**src/rtl/sdec_loop_seq.sv**
```systemverilog
// sdec_loop_seq: signed down-counting loop sequencer.
//
// Emits the index stream N, N-1, ..., 1 over a valid/ready handshake for a start count N.
// The decrement itself is done by an external SDEC instance: this block drives its operand
// (dec_a) from the current index register and loads its result (dec_d) as the next index.
// A one-cycle done pulse follows the last accepted index. A start count of zero or below
// skips straight to done without emitting any index.
//
// Ports:
//   Clk        clock, rising edge
//   Rst        asynchronous active-low reset
//   start      load request, honoured only when idle
//   count      signed loop count, sampled with start
//   abort      cancel a running loop (no done pulse)
//   idx        current index (registered)
//   idx_valid  idx holds a valid index
//   idx_ready  consumer accepts idx this cycle
//   busy       loop running or finishing
//   done       one-cycle pulse on normal completion
//   dec_a      operand to SDEC, equal to the index register
//   dec_d      result from SDEC, expected to be dec_a - 1

module sdec_loop_seq #(
  parameter int unsigned DATAWIDTH = 32
) (
  input  logic                        Clk,
  input  logic                        Rst,
  input  logic                        start,
  input  logic signed [DATAWIDTH-1:0] count,
  input  logic                        abort,
  output logic signed [DATAWIDTH-1:0] idx,
  output logic                        idx_valid,
  input  logic                        idx_ready,
  output logic                        busy,
  output logic                        done,
  output logic signed [DATAWIDTH-1:0] dec_a,
  input  logic signed [DATAWIDTH-1:0] dec_d
);

  typedef enum logic [1:0] {
    StIdle = 2'd0,
    StRun  = 2'd1,
    StDone = 2'd2
  } state_e;

  state_e                      state_q;
  logic signed [DATAWIDTH-1:0] cur_q;

  // Strictly positive: sign bit clear and not zero. Avoids any mixed-width compare.
  logic count_pos;
  assign count_pos = !count[DATAWIDTH-1] && (count != '0);

  logic cur_is_one;
  assign cur_is_one = (cur_q == DATAWIDTH'(1));

  logic handshake;
  assign handshake = (state_q == StRun) && idx_ready;

  always_ff @(posedge Clk or negedge Rst) begin
    if (!Rst) begin
      state_q <= StIdle;
      cur_q   <= '0;
    end else begin
      case (state_q)
        StIdle: begin
          if (start) begin
            if (count_pos) begin
              cur_q   <= count;
              state_q <= StRun;
            end else begin
              cur_q   <= '0;
              state_q <= StDone;
            end
          end
        end
        StRun: begin
          // Abort wins over a same-cycle handshake; that index is dropped.
          if (abort) begin
            cur_q   <= '0;
            state_q <= StIdle;
          end else if (handshake) begin
            if (cur_is_one) begin
              cur_q   <= '0;
              state_q <= StDone;
            end else begin
              cur_q <= dec_d;
            end
          end
        end
        StDone: begin
          state_q <= StIdle;
        end
        default: begin
          cur_q   <= '0;
          state_q <= StIdle;
        end
      endcase
    end
  end

  assign idx       = cur_q;
  assign dec_a     = cur_q;
  assign idx_valid = (state_q == StRun);
  assign busy      = (state_q != StIdle);
  assign done      = (state_q == StDone);

endmodule

```
**config.mk**
```make
export PLATFORM = sky130hd
export DESIGN_NAME = sdec_loop_seq
export DESIGN_NICKNAME = d
export VERILOG_FILES = /design/src/rtl/sdec_loop_seq.sv
export SDC_FILE = /design/constraint.sdc
export NUM_CORES = 1
export LEC_CHECK = 0
export ABC_AREA = 0
export CAP_MARGIN = 20
export CORE_AREA = 3 3 82 84
export CTS_CLUSTER_SIZE = 28
export DETAILED_ROUTE_END_ITERATION = 10
export DIE_AREA = 0 0 85 87
export GPL_TIMING_DRIVEN = 0
export PLACE_DENSITY_LB_ADDON = 0.25
export RECOVER_POWER = 50
export SLEW_MARGIN = 30
export SYNTH_ARGS = -nofsm -noshare
export SYNTH_HDL_FRONTEND = slang
export SYNTH_SLANG_ARGS = --single-unit
```
**constraint.sdc**
```tcl
create_clock -name Clk -period 1.7 [get_ports Clk]
set_clock_uncertainty 0.15 [all_clocks]
set_input_delay 0.425 -clock Clk [delete_from_list [all_inputs] [get_ports Clk]]
set_output_delay 0.425 -clock Clk [all_outputs]
set_load 0.02 [all_outputs]
```
After elaboration in Yosys (flattened, before gate mapping)

Index checks and enable logic that the tools add are counted.

Bitwise logic cells: 1
Reduce and logical (&&, ||, !) cells: 8
Equal/unequal tests: 6
Muxes and demuxes: 12

Operator list:

| cell                  | count |
|---|---|
| $mux W32              | 5 |
| $pmux W32 S3          | 1 |
| $eq A32 B2 Y1 const B | 1 |
| $reduce_bool A32 Y1   | 1 |
| $mux W2               | 5 |
| $ne A3 B2 Y1 const B  | 2 |
| $reduce_and A3 Y1     | 2 |
| $pmux W2 S2           | 1 |
| $eq A2 B1 Y1 const B  | 1 |
| $eq A2 B2 Y1 const B  | 1 |
| $logic_and A1 B1 Y1   | 2 |
| $logic_not A2 Y1      | 1 |
| $ne A2 B2 Y1 const B  | 1 |
| $reduce_bool A2 Y1    | 1 |
| $logic_not A1 Y1      | 1 |
| $not A1 Y1            | 1 |

Input bits: 69
Register bits: 34
Output and inout bits: 67

Logic depth before layout (Yosys ltp)

Depth after elaboration: 5
Depth in mapped cells: 5
Mapped depth without buffers: 4

Worst setup path before layout

No wires, ideal clock.

Path type: register -> register
From: register cur_q[1], in the netlist dec_a[1]
To: register cur_q[0], in the netlist dec_a[0]
Clock period less this slack: 1834 ps
Stages on the path, launching flop included: 6
Path slack: -134 ps
Setup time: 126 ps
Buffers on the path: 1
Arrival: 1558 ps
Path through: dfrtp_1 nor4b_2 and4_1 a21boi_2 buf_4 a221o_1

Word-level cells in the longest chain between the ends: 5

RTL lines:

| element                | RTL line | source |
|---|---|---|
| start, declared        | 47       | `logic signed [DATAWIDTH-1:0] cur_q;` |
| start signal, assigned | 68       | `cur_q <= count;` |
| $eq A32 B2 Y1          | 54       | `assign cur_is_one = (cur_q == DATAWIDTH'(1));` |
| $mux W32               | 82       | `if (cur_is_one) begin` |
| $mux W32               | 81       | `end else if (handshake) begin` |
| $mux W32               | 78       | `if (abort) begin` |
| $pmux W32 S3           | 64       | `case (state_q)` |

No other way between the ends. The select of a mux whose other input is x is not followed.
A chain may end at the register's enable or synchronous reset.

Worst setup path after layout

From: register cur_q[16], in the netlist dec_a[16]
To: register cur_q[1], in the netlist dec_a[1]

Same word-level chain as after synthesis.

==> impl_metrics.py <==
metrics = {
    "die": {
        "coreArea_um2": 5990,
        "initial_utilization_pct": 32.3,
        "die_y_um": 87,
        "num_rows": 28,
        "fp.dieW_um": 85,
        "die_area_um2": 7400,
        "io_pins": 136,
    },
    "logic_synthesis": {
        "yosysTopAreaCell": "dfrtp_1",
        "synth_cell_types": 26,
        "yosysSeqAreaShare_pct": 44.0,
        "synth_compound_area_share_pct": 19.8,
        "synth_top_family_by_area": "simple AND/OR/NAND/NOR gates",
        "synth.top_cell.area_share_pct": 44.0,
        "yosys.area_share.simple_pct": 20.1,
        "synthMuxAreaShare_pct": 0,
        "ys_async_sr_fraction_pct": 100,
        "synthAdderAreaFrac_pct": 0,
        "ys.flop_type": "dfrtp_1",
        "ys_ff_latch": 34,
        "synth_cells": 173,
        "yosys_warnings": 0,
        "synthesis.area_um2": 1940,
        "synth_xor_area_share_pct": 0,
        "synth_edf_count": 0,
        "avgSynthCellArea_um2": 11.2,
        "synth.area.top_cells": "dfrtp_1 (44%), a221o_1 (15%), buf_4 (14%), and2_1 (10%), nor4_1 (4.8%)",
        "syn-num-nets": 242,
    },
    "finish": {
        "multi_input_area_um2": 982,
        "area_delta_synth_final_pct": 87.9,
        "instances_no_fill": 406,
        "fillers": 543,
        "layout_common_cells": "buf_4 (68), clkdlybuf4s50_1 (35), and2_1 (32)",
        "final_layout_size_suffix_gt1_share_pct": 51.1,
        "diodes": 0,
        "ff_latch_area_um2": 876,
        "final_core_util_pct": 60.7,
        "layout_commonest_cell": "buf_4",
        "layout.nets": 399,
    },
    "global_route": {
        "track_usage_pct": 18.1,
        "grt_pass1_wl_um": 10600,
        "first_global_vias": 2003,
        "antenna_found_initial": 0,
        "grt.overflow.total": 0,
        "grt_max_degree": 19,
    },
    "timing": {
        "rsz0062_at_grt": "true",
        "fin_ws_ns": -0.174,
        "tightest_slew_ns": 0.438,
        "timing.hold.ws_ns": 0.229,
        "drv_slew": 0,
        "setup_viol": 37,
        "hold_viol": 0,
        "fin_crit_sh_pct": 110,
        "max-slew-margin-rel_pct": 70.8,
        "max_freq_mhz": 534,
        "setup_tns_ns": -4.98,
        "period_needed_ns": 1.87,
    },
    "critical_path": {
        "cp_slowest_cell": "dfrtp_2",
        "startpoint_type": "flop",
        "r2r_start": "dec_a[16]",
        "cp_data_arrival_time_ns": 1.87,
        "crit_chain": "nor4_4 -> and4_4 -> a21boi_4 -> buf_6 -> a221o_1",
        "end_kind": "flop",
        "critPathRequiredTime_ns": 1.70,
        "endpoint": "dec_a[1]",
        "r2r-end": "dec_a[1]",
        "r2r_slack_ns": -0.17,
        "slowest_delay_ns": 0.44,
        "path_max_fanout": 6,
        "startpoint": "dec_a[16]",
        "criticalPathCategory": "flop to flop",
        "reg2reg_depth": 5,
    },
    "placed_design": {
        "dp_cells": 384,
        "pre_cts_ws_ns": -0.940,
        "gp_congestion": 0.805,
        "dp_hpwl_um": 5290,
        "numPortBuffers": 135,
    },
    "drt": {
        "first_pass_iters": 4,
        "remaining_drc_errors": 0,
        "ant_nets": 0,
        "wl_um": 6910,
        "post_drt_wl_per_cell_um": 17.0,
        "via_per_inst": 4.94,
        "drt_iter0_drc": 59,
        "vias": 2004,
    },
    "cts": {
        "cts_buffer_depth": 2,
        "numClockSinks": 34,
        "htreeDepth": 2,
        "cts-root-buf": "clkbuf_8",
        "cts_tree": "built",
        "cts_buffers": 5,
        "worstSkewPairLatency_ns": 0.28,
        "clk_pin_slew_ns": 0.07,
    },
    "power_and_ir_drop": {
        "peakVddDrop_mv": 0.410,
        "powerDensity_nw_per_um2": 954,
        "leakage_nw": 1.75,
    },
    "worst_hold_path": {
        "hold_path_class": "input pin to flop",
        "hold-path-cell-count": 2,
    },
    "run_status": {
        "violations": "negative setup slack",
        "status": "complete, but fails checks",
    },
    "job": {
        "max_cap_violations": 0,
    },
}
power by group:
part | internal [W] | total, W | switching, W
logic | 0.000867 | 0.00159 | 0.000720
registers | 0.000956 | 0.00115 | 0.000194
clock network | 0.000439 | 0.000733 | 0.000294
total | 0.00226 | 0.00347 | 0.00121
critical path, delay by kind of cell, from the launching register on:
| family | cells | cell delay (ns) |
|---|---|---|
| and+or+nand+nor | 2 | 0.58 |
| DFF | 1 | 0.44 |
| AOI/OAI and AO/OA | 2 | 0.43 |
| buffers and inverters | 1 | 0.14 |
kinds of logic (layout without fill, tap and decap cells):
logic type	Yosys count	count (layout)
AND/OR/NAND/NOR	59	59
buffers and inverters	42	200
AO/OA/AOI/OAI	38	38
flip-flops	34	34
Yosys cell counts (all sizes together) (2+ instances only):
master  instances
clkbuf          2
a221o          31
buf            39
nand4           2
nor2b           2
nor4           15
and4            2
dfrtp          34
and2           32
nor3b           2
sequential cells by signal (all words and copies together), names as in the netlist:
signal and count:
state_q 2, dec_a 32
through the flow:
stage | instance area, µm² | power [W]
global placement | 3460 | 0.00271
floorplan | 2020 | 0.00190
CTS | 3550 | 0.00336
detailed placement | 3480 | 0.00273
finish | 3640 | 0.00347
global route | 3640 | 0.00365
what timing repair did:
item                                    CTS  global route
hold buffers                              1             0
cloned                                    1             1
endpoints found under the setup margin  101            37
hold endpoints to repair                 16             0
buffers inserted                          2             9
gates resized for setup                 199            64
pin swaps                                13            22
layout make-up:
class	count	share of cell area (%)
Tap cell	75	2.58
Timing Repair Buffer	150	34.0
Multi-Input combinational cell	97	27.0
Inverter	1	0.103
Buffer	41	9.29
Clock buffer	7	2.10
Clock inverter	1	0.826
Sequential cell	34	24.1
worst min path at each step:
stage	start	endpoint	slack, ns
5_1_grt	count[21]	dec_a[21]	0.23
4_1_cts	count[25]	dec_a[25]	0.25
2_1_floorplan	Rst	dec_a[0]	-0.02
3_5_place_dp	Rst	dec_a[31]	0.24
6_report	count[21]	dec_a[21]	0.23
3_3_place_gp	dec_a[31]	dec_a[31]	0.41
metal layers:
layer  GRT usage, %  part of all wire (%)  vias up
met5              0                     0        -
met4           4.46                   1.0        0
met3           4.73                   6.4        9
met2           29.6                    49       82
met1           24.0                    44      961
li1               -                     -      952
Note: power is estimated with default switching activity, not from simulation.
